--- config.mk ---
export PLATFORM = sky130hd
export DESIGN_NAME = rbs_ring_master
export DESIGN_NICKNAME = d
export VERILOG_FILES = /design/src/rtl/rbs_ring_master.sv
export SDC_FILE = /design/constraint.sdc
export NUM_CORES = 1
export LEC_CHECK = 0
export ABC_CLOCK_PERIOD_IN_PS = 4550
export CAP_MARGIN = 30
export CORE_ASPECT_RATIO = 0.6
export CORE_MARGIN = 3
export CORE_UTILIZATION = 48
export CTS_CLUSTER_SIZE = 10
export DETAILED_ROUTE_END_ITERATION = 10
export PLACE_DENSITY = 0.83
export SETUP_SLACK_MARGIN = 0.02
export SLEW_MARGIN = 5
export SYNTH_ARGS = -nofsm -noshare
export SYNTH_HDL_FRONTEND = slang
export SYNTH_SLANG_ARGS = --single-unit
--- constraint.sdc ---
create_clock -name CLK -period 4.55 [get_ports CLK]
set_input_delay 1.365 -clock CLK [delete_from_list [all_inputs] [get_ports CLK]]
set_output_delay 1.365 -clock CLK [all_outputs]
set_load 0.02 [all_outputs]
--- src/rtl/rbs_ring_master.sv ---
// Ring bus master: turns one host transaction at a time into a single ring request word
// and waits for the matching word to come back around the ring, or for a timeout.
module rbs_ring_master #(
  parameter int unsigned C_RBS_ADDR_WIDTH = 32,
  parameter int unsigned C_RBS_DATA_WIDTH = 32,
  parameter int unsigned C_RBS_SRC_WIDTH  = 2,
  parameter int unsigned C_MASTER_SRC     = 0,
  parameter int unsigned C_TIMEOUT        = 255
) (
  input  logic                          CLK,
  input  logic                          RESET,
  input  logic                          HOST_REQ_VALID,
  output logic                          HOST_REQ_RDY,
  input  logic                          HOST_RD_WR_L,
  input  logic [C_RBS_ADDR_WIDTH-3:0]   HOST_ADDR,
  input  logic [C_RBS_DATA_WIDTH-1:0]   HOST_WR_DATA,
  output logic                          HOST_RESP_VALID,
  output logic [C_RBS_DATA_WIDTH-1:0]   HOST_RESP_DATA,
  output logic [1:0]                    HOST_RESP_STATUS,
  output logic                          M_RBS_REQ,
  output logic                          M_RBS_ACK,
  output logic                          M_RBS_RD_WR_L,
  output logic [C_RBS_ADDR_WIDTH-3:0]   M_RBS_ADDR,
  output logic [C_RBS_DATA_WIDTH-1:0]   M_RBS_DATA,
  output logic [C_RBS_SRC_WIDTH-1:0]    M_RBS_SRC,
  input  logic                          S_RBS_REQ,
  input  logic                          S_RBS_ACK,
  input  logic                          S_RBS_RD_WR_L,
  input  logic [C_RBS_ADDR_WIDTH-3:0]   S_RBS_ADDR,
  input  logic [C_RBS_DATA_WIDTH-1:0]   S_RBS_DATA,
  input  logic [C_RBS_SRC_WIDTH-1:0]    S_RBS_SRC
);

  localparam int unsigned AW = C_RBS_ADDR_WIDTH - 2;
  localparam int unsigned DW = C_RBS_DATA_WIDTH;
  localparam int unsigned SW = C_RBS_SRC_WIDTH;
  localparam int unsigned CW = 16;

  localparam logic [SW-1:0] MASTER_SRC = SW'(C_MASTER_SRC);
  localparam logic [CW-1:0] TO_LAST    = CW'(C_TIMEOUT - 1);
  localparam logic [DW-1:0] UNCLAIMED  = DW'(32'hDEADBEEF);

  localparam logic [1:0] ST_OK        = 2'b00;
  localparam logic [1:0] ST_UNCLAIMED = 2'b01;
  localparam logic [1:0] ST_TIMEOUT   = 2'b10;

  typedef enum logic [1:0] {IDLE, ISSUE, WAIT, RESP} state_t;

  state_t          state_q, state_d;
  logic [CW-1:0]   cnt_q, cnt_d;
  logic            cap_rd_q, cap_rd_d;
  logic [AW-1:0]   cap_addr_q, cap_addr_d;
  logic [DW-1:0]   cap_data_q, cap_data_d;

  logic            rdy_q, rdy_d;
  logic            resp_valid_q, resp_valid_d;
  logic [DW-1:0]   resp_data_q, resp_data_d;
  logic [1:0]      resp_status_q, resp_status_d;

  logic            m_req_q, m_req_d;
  logic            m_rd_q, m_rd_d;
  logic [AW-1:0]   m_addr_q, m_addr_d;
  logic [DW-1:0]   m_data_q, m_data_d;
  logic [SW-1:0]   m_src_q, m_src_d;

  logic            match;

  // Next-state logic; every output register is derived from the next state so it
  // lines up with the state it belongs to.
  always_comb begin
    state_d       = state_q;
    cnt_d         = cnt_q;
    cap_rd_d      = cap_rd_q;
    cap_addr_d    = cap_addr_q;
    cap_data_d    = cap_data_q;
    resp_data_d   = resp_data_q;
    resp_status_d = resp_status_q;

    match = S_RBS_REQ && (S_RBS_SRC == MASTER_SRC) &&
            (S_RBS_ADDR == cap_addr_q) && (S_RBS_RD_WR_L == cap_rd_q);

    case (state_q)
      IDLE: begin
        if (HOST_REQ_VALID && rdy_q) begin
          cap_rd_d   = HOST_RD_WR_L;
          cap_addr_d = HOST_ADDR;
          cap_data_d = HOST_WR_DATA;
          state_d    = ISSUE;
        end
      end
      ISSUE: begin
        cnt_d   = '0;
        state_d = WAIT;
      end
      WAIT: begin
        // A match on the last wait cycle takes priority over the timeout.
        if (match) begin
          state_d = RESP;
          if (S_RBS_ACK) begin
            resp_status_d = ST_OK;
            resp_data_d   = cap_rd_q ? S_RBS_DATA : '0;
          end else begin
            resp_status_d = ST_UNCLAIMED;
            resp_data_d   = UNCLAIMED;
          end
        end else if (cnt_q == TO_LAST) begin
          state_d       = RESP;
          resp_status_d = ST_TIMEOUT;
          resp_data_d   = '0;
        end else begin
          cnt_d = cnt_q + CW'(1);
        end
      end
      RESP: begin
        state_d = IDLE;
      end
      default: begin
        state_d = IDLE;
      end
    endcase

    rdy_d        = (state_d == IDLE);
    resp_valid_d = (state_d == RESP);
    m_req_d      = (state_d == ISSUE);
    m_rd_d       = m_req_d && cap_rd_d;
    m_addr_d     = m_req_d ? cap_addr_d : '0;
    m_data_d     = (m_req_d && !cap_rd_d) ? cap_data_d : '0;
    m_src_d      = m_req_d ? MASTER_SRC : '0;
  end

  // State and output registers.
  always_ff @(posedge CLK) begin
    if (RESET) begin
      state_q       <= IDLE;
      cnt_q         <= '0;
      cap_rd_q      <= 1'b0;
      cap_addr_q    <= '0;
      cap_data_q    <= '0;
      rdy_q         <= 1'b0;
      resp_valid_q  <= 1'b0;
      resp_data_q   <= '0;
      resp_status_q <= ST_OK;
      m_req_q       <= 1'b0;
      m_rd_q        <= 1'b0;
      m_addr_q      <= '0;
      m_data_q      <= '0;
      m_src_q       <= '0;
    end else begin
      state_q       <= state_d;
      cnt_q         <= cnt_d;
      cap_rd_q      <= cap_rd_d;
      cap_addr_q    <= cap_addr_d;
      cap_data_q    <= cap_data_d;
      rdy_q         <= rdy_d;
      resp_valid_q  <= resp_valid_d;
      resp_data_q   <= resp_data_d;
      resp_status_q <= resp_status_d;
      m_req_q       <= m_req_d;
      m_rd_q        <= m_rd_d;
      m_addr_q      <= m_addr_d;
      m_data_q      <= m_data_d;
      m_src_q       <= m_src_d;
    end
  end

  assign HOST_REQ_RDY     = rdy_q;
  assign HOST_RESP_VALID  = resp_valid_q;
  assign HOST_RESP_DATA   = resp_data_q;
  assign HOST_RESP_STATUS = resp_status_q;

  // The master never acknowledges its own requests.
  assign M_RBS_ACK     = 1'b0;
  assign M_RBS_REQ     = m_req_q;
  assign M_RBS_RD_WR_L = m_rd_q;
  assign M_RBS_ADDR    = m_addr_q;
  assign M_RBS_DATA    = m_data_q;
  assign M_RBS_SRC     = m_src_q;

endmodule

Yosys cells after proc, flatten, opt, wreduce, memory -nomap -nowiden
Cells that the tools add are included.
{"block": "op_classes", "n_addsub": 1, "eq_ne": 10, "mux": 20, "bitwise_logic": 2, "n_reduce_logical": 16}
{"operator": "$mux 32", "count": 6}
{"operator": "$mux 30", "count": 2}
{"operator": "$mux 16", "count": 2}
{"operator": "$pmux 16 s2", "count": 1}
{"operator": "$eq 30x30->1", "count": 1}
{"operator": "$add 16x1->16 const B", "count": 1}
{"operator": "$eq 16x8->1 const B", "count": 1}
{"operator": "$mux 2", "count": 5}
{"operator": "$pmux 2 s4", "count": 1}
{"operator": "$eq 2x2->1 const B", "count": 3}
{"operator": "$logic_and 1x1->1", "count": 6}
{"operator": "$logic_not 2->1", "count": 3}
{"operator": "$eq 2x1->1 const B", "count": 2}
{"operator": "$ne 2x2->1 const B", "count": 2}
{"operator": "$reduce_bool 2->1", "count": 2}
{"operator": "$reduce_or 2->1", "count": 2}
{"operator": "$mux 1", "count": 3}
{"operator": "$reduce_and 3->1", "count": 1}
{"operator": "$not 1->1", "count": 2}
{"operator": "$reduce_and 2->1", "count": 1}
{"operator": "$eq 1x1->1", "count": 1}
{"operator": "$logic_not 1->1", "count": 1}
{"block": "word_totals", "reg_bits": 181, "input_bits": 133}

Logic depth before layout (Yosys ltp)
{"block": "depth", "depth_word": 10, "ltp_mapped": 9}

Worst setup path after synthesis
Ideal clock, no wire load.
{"block": "synth_path", "path_kind": "input -> register", "from": "input S_RBS_ADDR[21]", "to": "register resp_data_q[7], in the netlist HOST_RESP_DATA[7]", "setup_ps": 132, "arrival_ps": 2913, "required_time_ps": 4418, "path_slack_ps": 1504, "cell_stages": 8, "path_buffers": 2, "cell_sequence": "xor2_1 -> nor4_1 -> nand4_1 -> o31a_1 -> buf_2 -> clkbuf_1 -> o21ai_0 -> a31oi_1"}
{"block": "synth_between", "elab_chain_cells": 5}
{"element": "start: declaration", "line": "29", "source": "input logic [C_RBS_ADDR_WIDTH-3:0] S_RBS_ADDR,"}
{"element": "$eq 30x30->1 (*)", "line": "80", "source": "(S_RBS_ADDR == cap_addr_q) && (S_RBS_RD_WR_L == cap_rd_q);"}
{"element": "$logic_and 1x1->1 (*)", "line": "79", "source": "match = S_RBS_REQ && (S_RBS_SRC == MASTER_SRC) &&"}
{"element": "$logic_and 1x1->1 (*)", "line": "80"}
{"element": "$reduce_bool 2->1 (no line)"}
{"element": "$reduce_and 2->1 (no line)"}
{"element": "end signal: assignment", "line": "156", "source": "resp_data_q <= resp_data_d;"}
{"element": "end: declaration", "line": "57", "source": "logic [DW-1:0] resp_data_q, resp_data_d;"}
Mark *: on every way between the ends. The rest lies on a longest branch, timed or not.
A chain may end at the register's enable or synchronous reset.

Worst setup path in the final report
{"block": "layout_path", "from": "input S_RBS_ADDR[9]", "to": "register resp_data_q[24], in the netlist HOST_RESP_DATA[24]"}
The elaborated chain is that of the path after synthesis.

==> results.yml <==
logic_synthesis:
  synthArstFlopShare_pct: 0
  synth_top_flop_cell: "dfxtp_1"
  syn_avg_cell_area_sq_um: 9.388
  synth_area_sq_mm: 0.006656
  ys_seq_area_share_pct: 54.44
  ys_types: 43
  ys_warn_count: 0
  ys_seq_elements: 181
  synth_edf_count: 0
  synth_cells: 709
global_route:
  overflow: 0
  antenna_found_initial: 0
  grt_pass1_vias: 5476
  track_usage_pct: 23.73
  grt_start_max_net_pins: 49
  grt_pass1_wl_microns: 28850
detailed_routing:
  route.detailed.drc: 0
  wire_per_inst_microns: 16.85
  drt-initial-drc-count: 317
  viasPerCell: 5.166
  wirelength_microns: 18610
  vias: 5708
  drt_pass1_iterations: 4
  ant_nets: 0
sta:
  finalCriticalPeriod_ns: 3.814
  tightestPinTransition_ns: 0.9792
  fin_crit_sh_pct: 83.82
  setup_violations: 0
  fin_worst_skew_ns: 0.01415
  slew_headroom_pct: 34.72
  slew_violations: 0
  hold_viol: 0
  rsz0062_at_grt: "false"
  max_freq_ghz: 0.2622
  final.setup.tns_ns: 0
min_path:
  hold_class: "flop to flop"
  hold_end: "HOST_RESP_DATA[4]$_SDFFE_PP0P_"
  whs_path_depth: 2
  hold_path.startpoint: "HOST_RESP_DATA[4]$_SDFFE_PP0P_"
power:
  max-vdd-ir-drop_mv: 0.3072
  pwr_density_cell_mw_per_mm2: 441.1
  p_leak_uw: 0.003496
  p_total_uw: 4257
die:
  die_y_microns: 97.22
  die_w_microns: 158.0
  core-area_sq_mm: 0.01321
  rows: 32
  start_util_pct: 50.38
  die_area_sq_mm: 0.01536
  io_pins: 236
clocking:
  root_buffer: "clkbuf_16"
  hold_buffers: 0
  clk_latency_ns: 0.42
  clk_pin_slew_worst_paths_ns: 0.08
  htree_levels: 4
  tritoncts: "built"
  cts-buffers-inserted: 17
  postCtsSetupRepairBufs: 0
  cts.repair.resized: 0
  clock-sinks: 181
  clockBufferDepth: 2
layout:
  most-common-layout-cells: "clkdlybuf4s50_1, dfxtp_1, nand2_1, nor2_1, a21oi_1"
  multi_input_area_sq_mm: 0.002775
  drive_gt1_share_pct: 5.241
  nets: 1061
  seq_area_sq_mm: 0.003623
  antenna_cells: 0
  area_growth_pct: 44.98
  mostFrequentLayoutCell: "clkdlybuf4s50_1"
  n_fill_cell: 971
status:
  status: "finished, final reports clean"
setup_path:
  end_kind: "flop"
  reg2reg_to: "HOST_RESP_DATA[24]$_SDFFE_PP0P_"
  r2r-start: "cap_addr_q[9]$_SDFF_PP0_"
  ff2ff_path_depth: 6
  critical_path.max_fanout: 28
  worstPathArrival_ns: 4.16
  ff2ff_setup_slack_ns: 1.74
  path_class: "input port to flop"
  startpoint_type: "input port"
  worstPathRequired_ns: 4.89
placed_design:
  port-buffer-count: 232
  place_congestion: 0.8396
  hpwl_microns: 13170
job:
  maxCapViolCount: 0
==> per-layer routing <==
| metal | vias up | global-route usage (%) | part of all wire, % |
|---|---|---|---|
| met3 | 13 | 10.59 | 11 |
| li1 | 2833 | - | - |
| met5 | - | 0 | 0 |
| met1 | 2666 | 30.97 | 44 |
| met2 | 196 | 36.44 | 45 |
| met4 | 0 | 5.155 | 0.68 |
==> worst max-delay path by stage <==
stage                         from                         endpoint  slack, ns  cells past startpoint
finish               S_RBS_ADDR[9]  HOST_RESP_DATA[24]$_SDFFE_PP0P_       0.74                      7
global route         S_RBS_ADDR[9]  HOST_RESP_DATA[20]$_SDFFE_PP0P_       0.62                      7
CTS                  S_RBS_ADDR[9]  HOST_RESP_DATA[24]$_SDFFE_PP0P_       0.84                      7
detailed placement   S_RBS_ADDR[9]  HOST_RESP_DATA[20]$_SDFFE_PP0P_       0.39                      7
global placement     S_RBS_ADDR[9]  HOST_RESP_DATA[14]$_SDFFE_PP0P_       0.42                      7
floorplan           S_RBS_ADDR[21]   HOST_RESP_DATA[7]$_SDFFE_PP0P_       1.50                      8
==> synthesized netlist by cell type, drive strengths merged, types with 2 or more instances <==
cell type,number,share of area [%]
dfxtp,181,54
nand2,103,5.8
nor2,71,4.1
a21oi,46,3.5
mux2i,40,6.0
clkbuf,32,1.8
nor2b,29,2.7
xor2,29,3.8
o21ai,28,2.1
a31oi,24,2.3
buf,18,1.8
nand3,15,1.1
or4,12,1.4
o31ai,11,1.2
nor4,9,1.1
inv,7,0.39
nand4,7,0.66
ha,6,1.1
nor3,6,0.62
o211ai,5,0.56
and3,4,0.38
and2b,3,0.34
o41ai,3,0.39
or3,3,0.28
and4,2,0.26
nand2b,2,0.19
nor4b,2,0.26
xnor2,2,0.26
==> metrics by stage <==
step	utilization (%)	hold slack, ns	instance area (sq um)	std cells	setup slack, ns
after floorplan	-	0.4511	6664	711	1.505
after CTS	73.04	0.4664	9651	1105	0.8382
after detailed placement	68.48	0.4494	9049	1073	0.3916
after global placement	68.48	0.4439	9049	1073	0.4195
final	73.04	0.4679	9651	1105	0.7362
after global routing	73.04	0.4974	9651	1105	0.6218
==> flip-flops by register name, indices dropped and copies added, names as in the netlist <==
| signal | cells |
|---|---|
| M_RBS_DATA | 32 |
| cap_addr_q | 30 |
| HOST_RESP_STATUS | 2 |
| HOST_REQ_RDY | 1 |
| M_RBS_ADDR | 30 |
| HOST_RESP_VALID | 1 |
| cap_rd_q | 1 |
| M_RBS_REQ | 1 |
| HOST_RESP_DATA | 32 |
| cap_data_q | 32 |
| cnt_q | 16 |
| M_RBS_RD_WR_L | 1 |
| state_q | 2 |
==> cell type report <==
cell class,count,area share [%]
multi-input combinational,472,28.76
clock inverter,15,1.828
tap,170,2.204
inverter,8,0.3112
sequential,181,37.55
clock buffer,17,4.408
timing repair buffer,242,24.94
==> worst max-delay path, cell delays in order <==
cell and delay [ns]:
clkdlybuf4s50_1 0.41, xor2_1 0.14, nor4_1 0.63, nand2_1 0.34, o31a_1 0.68, nor2_4 0.35
mux2i_1 0.23
==> where the power goes <==
| part | leakage [uW] | internal (uW) | switching, uW |
|---|---|---|---|
| clock network | 0.000296 | 751 | 717 |
| registers | 0.00146 | 1720 | 64.3 |
| logic | 0.00174 | 402 | 604 |
| total | 0.00350 | 2870 | 1390 |
==> logic make-up after synthesis <==
logic type / after synthesis / synth area share (%)
xor gates and xnor gates: 31 / 4.079
other: 1 / 0.05634
and+or+nand+nor: 270 / 19.61
adders and majority gates: 6 / 1.128
AOI/OAI and AO/OA: 122 / 10.62
muxes: 40 / 6.015
buffers and inverters: 58 / 4.060
DFF: 181 / 54.44
(Power assumes the default switching activity.)
